File: config.mk
export PLATFORM = sky130hd
export DESIGN_NAME = tick_period_meter
export DESIGN_NICKNAME = d
export VERILOG_FILES = /design/src/rtl/tick_period_meter.sv
export SDC_FILE = /design/constraint.sdc
export NUM_CORES = 1
export LEC_CHECK = 0
export BUFFER_PORTS_ARGS = -buffer_cell sky130_fd_sc_hd__buf_2
export CORE_MARGIN = 3
export CORE_UTILIZATION = 55
export DETAILED_ROUTE_END_ITERATION = 6
export PLACE_DENSITY = 0.76
export REMOVE_ABC_BUFFERS = 1
export SLEW_MARGIN = 20
export SYNTH_ARGS = -nofsm -noshare
export SYNTH_HDL_FRONTEND = slang
export SYNTH_SLANG_ARGS = --single-unit
File: constraint.sdc
create_clock -name clock -period 5.6 [get_ports clock]
set_input_delay 1.4 -clock clock [delete_from_list [all_inputs] [get_ports clock]]
set_output_delay 1.4 -clock clock [all_outputs]
set_load 0.01 [all_outputs]
File: src/rtl/tick_period_meter.sv
// Measures the clock-cycle spacing between tick_in strobes and reports it through a valid/ready register.
// Optional short-period rejection is compiled in with `define TICK_METER_GLITCH_EN.
module tick_period_meter #(
    parameter int CNT_W      = 26,
    parameter int MIN_PERIOD = 2
) (
    input  logic             clock,
    input  logic             reset,
    input  logic             tick_in,
    input  logic             clear,
    output logic [CNT_W-1:0] period_out,
    output logic             period_valid,
    input  logic             period_ready,
    output logic             locked,
    output logic             overflow,
    output logic             missed,
    output logic             glitch
);

    typedef enum logic {
        IDLE,
        MEASURE
    } state_t;

    state_t           state, state_next;
    logic [CNT_W-1:0] cnt;
    logic [CNT_W-1:0] period;
    logic [CNT_W-1:0] prev_period;
    logic             prev_valid;
    logic             accept;
    logic             saturate;
    logic             handshake;
`ifdef TICK_METER_GLITCH_EN
    logic             reject;
`endif

    assign period    = cnt + CNT_W'(1);
    assign handshake = period_valid && period_ready;

    always_ff @(posedge clock or negedge reset) begin
        if (!reset) state <= IDLE;
        else        state <= state_next;
    end

    always_comb begin
        state_next = state;
        accept     = 1'b0;
        saturate   = 1'b0;
`ifdef TICK_METER_GLITCH_EN
        reject     = 1'b0;
`endif
        case (state)
            IDLE: begin
                if (tick_in) state_next = MEASURE;
            end
            MEASURE: begin
                // a period of 2^CNT_W cannot be represented, so a full counter aborts
                if (cnt == '1) begin
                    saturate   = 1'b1;
                    state_next = IDLE;
                end else if (tick_in) begin
`ifdef TICK_METER_GLITCH_EN
                    if (period < CNT_W'(MIN_PERIOD)) reject = 1'b1;
                    else                             accept = 1'b1;
`else
                    accept = 1'b1;
`endif
                end
            end
            default: state_next = IDLE;
        endcase
        if (clear) state_next = IDLE;
    end

    always_ff @(posedge clock or negedge reset) begin
        if (!reset) begin
            cnt          <= '0;
            period_out   <= '0;
            period_valid <= 1'b0;
            prev_period  <= '0;
            prev_valid   <= 1'b0;
            locked       <= 1'b0;
            overflow     <= 1'b0;
            missed       <= 1'b0;
        end else if (clear) begin
            cnt          <= '0;
            period_valid <= 1'b0;
            prev_valid   <= 1'b0;
            locked       <= 1'b0;
            overflow     <= 1'b0;
            missed       <= 1'b0;
        end else begin
            if (state == IDLE || accept || saturate) cnt <= '0;
            else                                     cnt <= period;

            if (saturate) begin
                overflow   <= 1'b1;
                locked     <= 1'b0;
                prev_valid <= 1'b0;
            end

            // a load in a handshake cycle replaces the consumed value, so valid stays high
            if (accept) begin
                period_out   <= period;
                period_valid <= 1'b1;
                prev_period  <= period;
                prev_valid   <= 1'b1;
                locked       <= prev_valid && (period == prev_period);
                if (period_valid && !period_ready) missed <= 1'b1;
            end else if (handshake) begin
                period_valid <= 1'b0;
            end
        end
    end

`ifdef TICK_METER_GLITCH_EN
    always_ff @(posedge clock or negedge reset) begin
        if (!reset)      glitch <= 1'b0;
        else if (clear)  glitch <= 1'b0;
        else if (reject) glitch <= 1'b1;
    end
`else
    assign glitch = 1'b0;
`endif

endmodule

==> flow_metrics.py, run 1 <==
metrics = {
    "sta": {
        "slew_viol_final": 0,
        "setup_viol_count_final": 0,
        "setup_total_negative_slack_ns": 0,
        "timing_hold_violations_final": 0,
        "timing.final.ws_setup_ns": 2.079,
        "fin_worst_skew_ns": 0.005408,
        "grt_setup_unrepaired": "no",
        "period_share_pct": 62.87,
        "max_slew.worst_pin.slew_ns": 0.7471,
        "worst_slew_margin_rel_pct": 50.19,
        "finalCriticalPeriod_ns": 3.521,
        "max_freq_ghz": 0.2840,
    },
    "grt": {
        "grt_util_all_layers_pct": 23.65,
        "global_route_wire_length_before_repair_um": 12080,
        "maximum_number_of_pins_on_one_net_before_global_route_repair": 59,
        "grt_remaining_overflow": 0,
        "first_global_vias": 2544,
        "grt_antenna_before_repair": 0,
    },
    "final_layout": {
        "fraction_of_layout_cells_with_a_size_suffix_above_1_pct": 15.63,
        "final_antenna_diode_count": 0,
        "final.fill_count": 467,
        "post-route-util_pct": 63.34,
        "multi_input_logic_area_sq_mm": 0.001615,
        "mostFrequentLayoutCell": "dfrtp_1",
        "top_library_cells_by_usage_in_the_layout_fill_and_taps_aside": "dfrtp_1 (58), nor2_1 (44), nand2_1 (42)",
        "post_layout_nonfiller_instances": 456,
        "regArea_sq_mm": 0.001451,
        "area.growth.synth_to_final_pct": 10.36,
        "nNetsFinal": 386,
    },
    "route": {
        "antenna_violating_nets_post_route": 0,
        "detail_route.iter0.violations": 195,
        "drc": 0,
        "drt-wirelength-per-cell_um": 15.67,
        "route.vias.total": 2579,
        "totalWireLength_um": 7145,
        "detailed_router_iteration_count_before_antenna_repair": 4,
        "drt-vias-per-instance": 5.656,
    },
    "synthesis": {
        "synth.largest_area_cell": "dfrtp_1",
        "yosys.area.top_type_share_pct": 45.37,
        "post_synth_instance_area_sq_mm": 0.003199,
        "yosysWarningCount": 0,
        "count_of_flip_flops_with_a_built_in_enable_after_synthesis": 0,
        "netlist-cell-type-count": 48,
        "dominantRegCellSynth": "dfrtp_1",
        "synthCells": 355,
        "postSynth.asyncResetShare_pct": 100.0,
        "fraction_of_the_yosys_area_taken_by_sequential_cells_pct": 45.37,
        "yosys_register_bits": 58,
        "synth.top_cells.by_area": "dfrtp_1 (45%), xnor2_1 (9.3%), nor2_1 (5.2%), o21ai_0 (5.0%), nand2_1 (4.9%)",
        "syn-mean-instance-area_sq_um": 9.012,
    },
    "clock_tree": {
        "cts.hold.buffers_added": 0,
        "clock_sinks": 58,
        "cts-root-buf": "clkbuf_8",
        "cts_tree": "done",
        "post_cts_repair_resize_count": 0,
        "clk_transition_reported_paths_ns": 0.06,
        "cts.repair_timing.setup_buffer_count": 0,
        "cts_buffer_depth": 2,
        "worst_skew_pair.late_latency_ns": 0.34,
        "cts_inserted_buffers": 9,
        "cts-htree-levels": 3,
    },
    "hold_path": {
        "hp-class": "register to register",
        "timing.hold.worst.start": "missed$_DFFE_PN0P_",
        "timing.hold.worst_endpoint": "missed$_DFFE_PN0P_",
        "hold-path-cell-count": 2,
    },
    "worst_setup_path": {
        "worstPathRequired_ns": 5.83,
        "critical_path_cell_by_cell": "ha_1 -> nand3_4 -> or3_1 -> or2_4 -> nor3_4 -> or3_1 -> buf_4 -> or3_1 -> nor4_1 -> a31o_1",
        "crit-reg2reg-capture": "locked$_DFFE_PN0P_",
        "critPathKind": "register to register",
        "r2r.worst_path.cells": 10,
        "dominant_cell_type_by_count_on_the_critical_path": "or3_1",
        "critical_path.startpoint_type": "register",
        "cp.arrival_ns": 3.75,
        "timing.reg2reg.setup_slack_ns": 2.08,
        "crit-reg2reg-launch": "cnt[0]$_DFF_PN0_",
        "crit_path_top_delay_cell": "or3_1",
        "crit_fanout": 29,
        "critPathCaptureType": "register",
        "critical_path.max_stage_delay_ns": 0.65,
    },
    "floorplanning": {
        "initial_utilization_pct": 57.40,
        "floorplan.die_area_sq_mm": 0.006768,
        "floorplan.die.height_um": 82.27,
        "dieWidth_um": 82.27,
        "rows": 27,
        "top_level_ports": 36,
        "coreArea_sq_mm": 0.005574,
    },
    "placed_design": {
        "place_ws_ns": 2.085,
        "port_buffers": 34,
        "dp.final_hpwl_um": 5171,
        "placed_cells_incl_taps": 441,
        "finalWeightedCongestion": 0.8089,
    },
    "job": {
        "maxCapViolCount": 0,
    },
    "power_and_ir_drop": {
        "total_power_uw": 795.3,
        "cellPowerDensity_mw_per_mm2": 225.2,
        "power_leakage_nw": 1.487,
        "vdd.ir_drop.worst_mv": 0.1571,
    },
    "outcome": {
        "outcome": "finished clean",
    },
}
-- cell type report --
class / count / area share (%)
Clock inverter: 3 / 0.4252
Tap cell: 72 / 2.551
Multi-Input combinational cell: 270 / 45.75
Inverter: 5 / 0.5315
Timing Repair Buffer: 36 / 5.245
Clock buffer: 12 / 4.394
Sequential cell: 58 / 41.11
-- cell families after synthesis --
| family | count (synthesis) | share of synthesized area, % |
|---|---|---|
| AO/OA/AOI/OAI | 63 | 11.58 |
| XOR/XNOR | 46 | 12.59 |
| adder cells (fa/ha/maj) | 1 | 0.3910 |
| buffers and inverters | 27 | 4.146 |
| flip-flops | 58 | 45.37 |
| other | 1 | 0.1172 |
| AND/OR/NAND/NOR | 159 | 25.81 |
-- registers in the layout, summed over array words and instances, names as in the netlist --
register,flops
prev_valid,1
locked,1
cnt,26
state,1
prev_period,26
missed,1
period_valid,1
overflow,1
-- Yosys cell counts (all sizes together) (3+ instances only) --
cell type / n
nand3b: 4
nor4: 7
clkbuf: 5
nor3b: 7
and3: 4
inv: 5
buf: 17
nand3: 12
nand2: 42
nor3: 11
nand4: 11
or2: 3
and2: 4
dfrtp: 58
nor2: 44
or3: 4
o21ai: 33
o22ai: 3
o211ai: 4
xnor2: 34
a21oi: 10
xor2: 12
-- worst max-delay path: cells and delay by family, from the launching register on --
kind	cells	cell delay [ns]
AO/OA/AOI/OAI	1	0.22
flip-flops	1	0.45
adder cells (fa/ha/maj)	1	0.27
AND/OR/NAND/NOR	7	2.06
buffers and inverters	1	0.38
-- stage by stage --
stage	cell area (sq um)	hold slack, ns
floorplan	3085	0.5175
global placement	3361	0.4924
detailed placement	3361	0.5027
CTS	3531	0.5163
global route	3531	0.5538
finish	3531	0.5123
-- power by group --
part | switching [mW] | total (mW) | internal (mW)
Sequential | 0.00415 | 0.427 | 0.423
Combinational | 0.0215 | 0.0297 | 0.00818
Clock | 0.159 | 0.338 | 0.180
Total | 0.184 | 0.795 | 0.611
-- worst max path at each step --
stage	start	end	slack, ns
global route	cnt[0]$_DFF_PN0_	locked$_DFFE_PN0P_	1.79
global placement	cnt[0]$_DFF_PN0_	locked$_DFFE_PN0P_	2.21
floorplan	cnt[0]$_DFF_PN0_	locked$_DFFE_PN0P_	2.42
CTS	cnt[0]$_DFF_PN0_	locked$_DFFE_PN0P_	2.06
finish	cnt[0]$_DFF_PN0_	locked$_DFFE_PN0P_	2.08
detailed placement	cnt[0]$_DFF_PN0_	locked$_DFFE_PN0P_	2.08
-- per-layer routing --
| layer | share of wire (%) | vias up | global-route usage, % |
|---|---|---|---|
| met5 | 0 | - | 0 |
| met4 | 1.4 | 0 | 6.312 |
| li1 | - | 1268 | - |
| met3 | 3.6 | 14 | 5.531 |
| met1 | 47 | 1244 | 31.26 |
| met2 | 48 | 53 | 38.94 |
No activity file was read; power rests on OpenSTA's default activity.
==> run 2: changes to the inputs <==
Clock period 5.6 ns to 3.6 ns, I/O delays scaled along.
==> run 2 against run 1 <==
Combinational power grew 61%; critical path depth shrank 1; register-to-register slack lost 1.3 ns; core utilization grew 1.9 points; fmax grew 26%; critical endpoint unchanged; non-clock buffer count grew 3.
==> flow_metrics.py, run 2 (synthesized netlist as in run 1, its figures left out) <==
metrics = {
    "outcome": {
        "outcome": "finished clean",
    },
    "sta": {
        "max_slew.worst_pin.slew_ns": 0.9414,
        "setup_total_negative_slack_ns": 0,
        "finalCriticalPeriod_ns": 2.805,
        "grt_setup_unrepaired": "no",
        "hold-worst-slack_ns": 0.5019,
        "setup_viol_count_final": 0,
        "fin_worst_skew_ns": 0.008678,
        "timing_hold_violations_final": 0,
        "period_share_pct": 77.93,
        "max_freq_ghz": 0.3565,
        "timing.final.ws_setup_ns": 0.7946,
        "slew_viol_final": 0,
        "worst_slew_margin_rel_pct": 37.24,
    },
    "final_layout": {
        "final_antenna_diode_count": 0,
        "top_library_cells_by_usage_in_the_layout_fill_and_taps_aside": "dfrtp_1 (58), nor2_1 (44), nand2_1 (42)",
        "mostFrequentLayoutCell": "dfrtp_1",
        "fraction_of_layout_cells_with_a_size_suffix_above_1_pct": 16.75,
        "reg_top3": "cnt: 26 flops, prev_period: 26 flops",
        "area.growth.synth_to_final_pct": 13.61,
        "finalInstanceArea_sq_mm": 0.003635,
        "nNetsFinal": 389,
    },
    "floorplanning": {
        "initial_utilization_pct": 57.40,
        "dieWidth_um": 82.27,
        "rows": 27,
        "floorplan.die.height_um": 82.27,
        "floorplan.die_area_sq_mm": 0.006768,
        "coreArea_sq_mm": 0.005574,
        "top_level_ports": 36,
    },
    "clock_tree": {
        "cts.hold.buffers_added": 0,
        "worst_skew_pair.late_latency_ns": 0.34,
        "cts-htree-levels": 3,
        "clk_transition_reported_paths_ns": 0.07,
        "cts.repair_timing.setup_buffer_count": 0,
        "post_cts_repair_resize_count": 0,
        "cts-root-buf": "clkbuf_8",
        "cts_inserted_buffers": 9,
        "clock_sinks": 58,
        "cts_tree": "done",
        "cts_buffer_depth": 2,
    },
    "worst_setup_path": {
        "critical_path.startpoint_type": "register",
        "crit_path_top_delay_cell": "or3_1",
        "critical_path_cell_by_cell": "ha_1 -> nand3_4 -> or3_1 -> nor4_2 -> xnor2_1 -> a2bb2oi_1 -> o211ai_1 -> a2111oi_0 -> a31o_1",
        "crit_fanout": 9,
        "worstPathRequired_ns": 3.88,
        "critical_path.max_stage_delay_ns": 0.53,
        "critPathKind": "register to register",
        "critPathCaptureType": "register",
        "cp.arrival_ns": 3.08,
    },
    "grt": {
        "grt_remaining_overflow": 0,
        "grt_util_all_layers_pct": 23.37,
        "grt_antenna_before_repair": 0,
        "global_route_wire_length_before_repair_um": 11830,
        "first_global_vias": 2441,
        "maximum_number_of_pins_on_one_net_before_global_route_repair": 44,
    },
    "power_and_ir_drop": {
        "power_leakage_nw": 1.539,
        "vdd.ir_drop.worst_mv": 0.3007,
        "cellPowerDensity_mw_per_mm2": 402.9,
    },
    "route": {
        "antenna_violating_nets_post_route": 0,
        "route.vias.total": 2552,
        "drt-vias-per-instance": 5.548,
        "totalWireLength_um": 7042,
        "drc": 0,
        "detailed_router_iteration_count_before_antenna_repair": 4,
        "drt-wirelength-per-cell_um": 15.31,
        "detail_route.iter0.violations": 164,
    },
    "placed_design": {
        "detailed_place.area_sq_mm": 0.003383,
        "port_buffers": 34,
        "dp.final_hpwl_um": 5203,
        "place_ws_ns": 0.7788,
        "finalWeightedCongestion": 0.9191,
    },
    "hold_path": {
        "hp-class": "register to register",
    },
    "job": {
        "maxCapViolCount": 0,
    },
}
run 2: per-layer routing:
metal | track usage (%) | part of all wire [%] | vias up
li1 | - | - | 1281
met1 | 31.54 | 46 | 1205
met2 | 36.46 | 47 | 58
met3 | 6.725 | 5.1 | 8
met4 | 6.977 | 1.4 | 0
met5 | 0 | 0 | -
run 2: final cells by class:
| type | count | area [sq um] |
|---|---|---|
| Clock inverter | 5 | 100.1 |
| Fill cell | 485 | 1939 |
| Clock buffer | 11 | 151.4 |
| Multi-Input combinational cell | 270 | 1615 |
| Timing Repair Buffer | 39 | 207.7 |
| Tap cell | 72 | 90.09 |
| Inverter | 5 | 18.77 |
| Sequential cell | 58 | 1451 |
run 2: where the power goes:
| group | switching (mW) | leakage (nW) | total [mW] | internal (mW) |
|---|---|---|---|---|
| combinational | 0.0337 | 0.604 | 0.0477 | 0.0139 |
| clock | 0.257 | 0.129 | 0.752 | 0.495 |
| sequential | 0.00657 | 0.805 | 0.664 | 0.658 |
run 2: critical path, delay by kind of cell (launching register included):
kind                       cells  cell delay (ns)
AOI/OAI and AO/OA              4             0.87
xor gates and xnor gates       1             0.17
adders and majority gates      1             0.26
DFF                            1             0.44
and+or+nand+nor                3             1.01
run 2: final timing paths:
check                                        start                     endpoint  slack, ns  cells past startpoint
worst max-delay path              cnt[0]$_DFF_PN0_           locked$_DFFE_PN0P_       0.79                      9
worst min-delay path            missed$_DFFE_PN0P_           missed$_DFFE_PN0P_       0.50                      2
worst max register to register    cnt[0]$_DFF_PN0_           locked$_DFFE_PN0P_       0.79                      9
worst min register to register  missed$_DFFE_PN0P_           missed$_DFFE_PN0P_       0.50                      2
max in group asynchronous                    reset   prev_period[3]$_DFFE_PN0P_       2.20                      2
min in group asynchronous                    reset  prev_period[24]$_DFFE_PN0P_       0.71                      1
run 2: per-stage QoR:
stage | power, mW | cells | util (%)
6_report | 1.464 | 460 | 65.21
3_3_place_gp | 0.7237 | 444 | 60.70
4_1_cts | 1.473 | 460 | 65.21
5_1_grt | 1.519 | 460 | 65.21
2_1_floorplan | 0.6947 | 333 | -
3_5_place_dp | 0.7252 | 444 | 60.70
==> run 3: changes to the inputs <==
Clock period 3.6 ns to 2.7 ns, I/O delays scaled along.
==> run 3 against run 2 <==
Combinational power increased by 45%; via count increased by 2.7%; sequential power increased by 33%; largest cell class unchanged; highest routed layer unchanged.
==> flow_metrics.py, run 3 (synthesized netlist as in run 1, its figures left out) <==
metrics = {
    "grt": {
        "first_global_vias": 2503,
        "global_route_wire_length_before_repair_um": 11990,
        "grt_util_all_layers_pct": 23.67,
        "grt_remaining_overflow": 0,
        "grt_antenna_before_repair": 0,
        "maximum_number_of_pins_on_one_net_before_global_route_repair": 31,
    },
    "worst_setup_path": {
        "crit_fanout": 6,
        "crit_path_top_delay_cell": "or3_4",
        "cp.arrival_ns": 2.82,
        "critical_path.max_stage_delay_ns": 0.43,
        "critical_path_cell_by_cell": "ha_1 -> nand3_4 -> buf_4 -> or3_4 -> nand3b_1 -> o311ai_0 -> nor3_1 -> nand4_1 -> nor4_2 -> a31o_1",
        "worstPathRequired_ns": 2.99,
        "critical_path.startpoint_type": "register",
        "critPathKind": "register to register",
        "r2r.worst_path.cells": 10,
        "critPathCaptureType": "register",
    },
    "final_layout": {
        "final_antenna_diode_count": 0,
        "nNetsFinal": 398,
        "post_layout_nonfiller_instances": 469,
        "fraction_of_layout_cells_with_a_size_suffix_above_1_pct": 20.40,
        "post-route-util_pct": 66.53,
        "reg_top3": "cnt: 26 flops, prev_period: 26 flops",
        "finalInstanceArea_sq_mm": 0.003709,
        "top_library_cells_by_usage_in_the_layout_fill_and_taps_aside": "dfrtp_1 (57), nor2_1 (43), nand2_1 (42)",
        "area.growth.synth_to_final_pct": 15.92,
        "mostFrequentLayoutCell": "dfrtp_1",
    },
    "placed_design": {
        "port_buffers": 34,
        "placed_cells_incl_taps": 452,
        "dp.final_hpwl_um": 5252,
        "detailed_place.area_sq_mm": 0.003468,
        "finalWeightedCongestion": 0.8818,
    },
    "clock_tree": {
        "cts-htree-levels": 3,
        "cts-root-buf": "clkbuf_8",
        "clk_transition_reported_paths_ns": 0.07,
        "worst_skew_pair.late_latency_ns": 0.35,
        "cts_inserted_buffers": 9,
        "clock_sinks": 58,
        "cts_buffer_depth": 2,
        "cts_tree": "done",
    },
    "route": {
        "totalWireLength_um": 7172,
        "detail_route.iter0.violations": 160,
        "drc": 0,
        "drt-vias-per-instance": 5.588,
        "route.vias.total": 2621,
        "detailed_router_iteration_count_before_antenna_repair": 4,
        "drt-wirelength-per-cell_um": 15.29,
        "antenna_violating_nets_post_route": 0,
    },
    "sta": {
        "worst_slew_margin_rel_pct": 55.08,
        "grt_setup_unrepaired": "no",
        "finalCriticalPeriod_ns": 2.536,
        "setup_viol_count_final": 0,
        "slew_viol_final": 0,
        "period_share_pct": 93.92,
        "fin_worst_skew_ns": 0.01073,
        "timing_hold_violations_final": 0,
        "max_slew.worst_pin.slew_ns": 0.6738,
        "max_freq_ghz": 0.3944,
    },
    "power_and_ir_drop": {
        "vdd.ir_drop.worst_mv": 0.3809,
        "cellPowerDensity_mw_per_mm2": 464.1,
        "power_leakage_nw": 1.602,
    },
    "floorplanning": {
        "rows": 27,
        "top_level_ports": 36,
        "dieWidth_um": 82.27,
        "initial_utilization_pct": 57.40,
        "coreArea_sq_mm": 0.005574,
        "floorplan.die.height_um": 82.27,
        "floorplan.die_area_sq_mm": 0.006768,
    },
    "job": {
        "maxCapViolCount": 0,
    },
    "outcome": {
        "outcome": "finished clean",
    },
    "hold_path": {
        "hp-class": "input port to async pin",
    },
}
run 3: critical path, delay by kind of cell (launching register included):
kind / cells / cell delay (ns)
adder cells (fa/ha/maj): 1 / 0.24
buffers and inverters: 1 / 0.18
flip-flops: 1 / 0.39
AND/OR/NAND/NOR: 6 / 1.34
AO/OA/AOI/OAI: 2 / 0.33
run 3: metal layers:
layer | vias up | GRT usage [%] | routed length (um)
met3 | 16 | 6.833 | 369
li1 | 1298 | - | -
met5 | - | 0 | 0
met2 | 72 | 38.22 | 3358
met1 | 1235 | 30.20 | 3317
met4 | 0 | 8.472 | 127
run 3: worst paths after layout:
| check | startpoint | to | slack (ns) |
|---|---|---|---|
| max in group asynchronous | reset | cnt[3]$_DFF_PN0_ | 1.74 |
| max reg2reg | cnt[1]$_DFF_PN0_ | locked$_DFFE_PN0P_ | 0.16 |
| min in group clock | missed$_DFFE_PN0P_ | missed$_DFFE_PN0P_ | 0.49 |
| min | reset | prev_period[18]$_DFFE_PN0P_ | 0.36 |
| min reg2reg | missed$_DFFE_PN0P_ | missed$_DFFE_PN0P_ | 0.49 |
| max | cnt[1]$_DFF_PN0_ | locked$_DFFE_PN0P_ | 0.16 |
run 3: layout make-up:
| cell class | count | area, sq um |
|---|---|---|
| Fill cell | 464 | 1866 |
| Multi-Input combinational cell | 270 | 1663 |
| Sequential cell | 58 | 1453 |
| Timing Repair Buffer | 48 | 300.3 |
| Clock buffer | 9 | 123.9 |
| Tap cell | 72 | 90.09 |
| Clock inverter | 7 | 60.06 |
| Inverter | 5 | 18.77 |
run 3: where the power goes:
part	internal (mW)	switching [mW]	total [mW]
Combinational	0.0228	0.0466	0.0694
Sequential	0.877	0.00737	0.884
Clock	0.415	0.352	0.767
run 3: per-stage QoR:
step	total power, mW	setup TNS [ns]	hold WS (ns)	setup slack (ns)
final	1.721	0	0.3618	0.1643
after global routing	1.792	0	0.4083	0.01635
after CTS	1.738	0	0.3796	0.03899
after detailed placement	0.9716	-0.007954	0.4871	-0.007954
after global placement	0.9708	0	0.4790	0.06726
after floorplan	0.9262	-6.122	0.3794	-0.4797
run 3: repair_timing:
action | 4_1_cts | 5_1_grt
buffers inserted | 0 | 1
hold endpoints to repair | 0 | 0
gates resized for setup | 1 | 10
pin swaps | 0 | 1
setup endpoints to repair | 1 | 1
hold buffers | 0 | 0
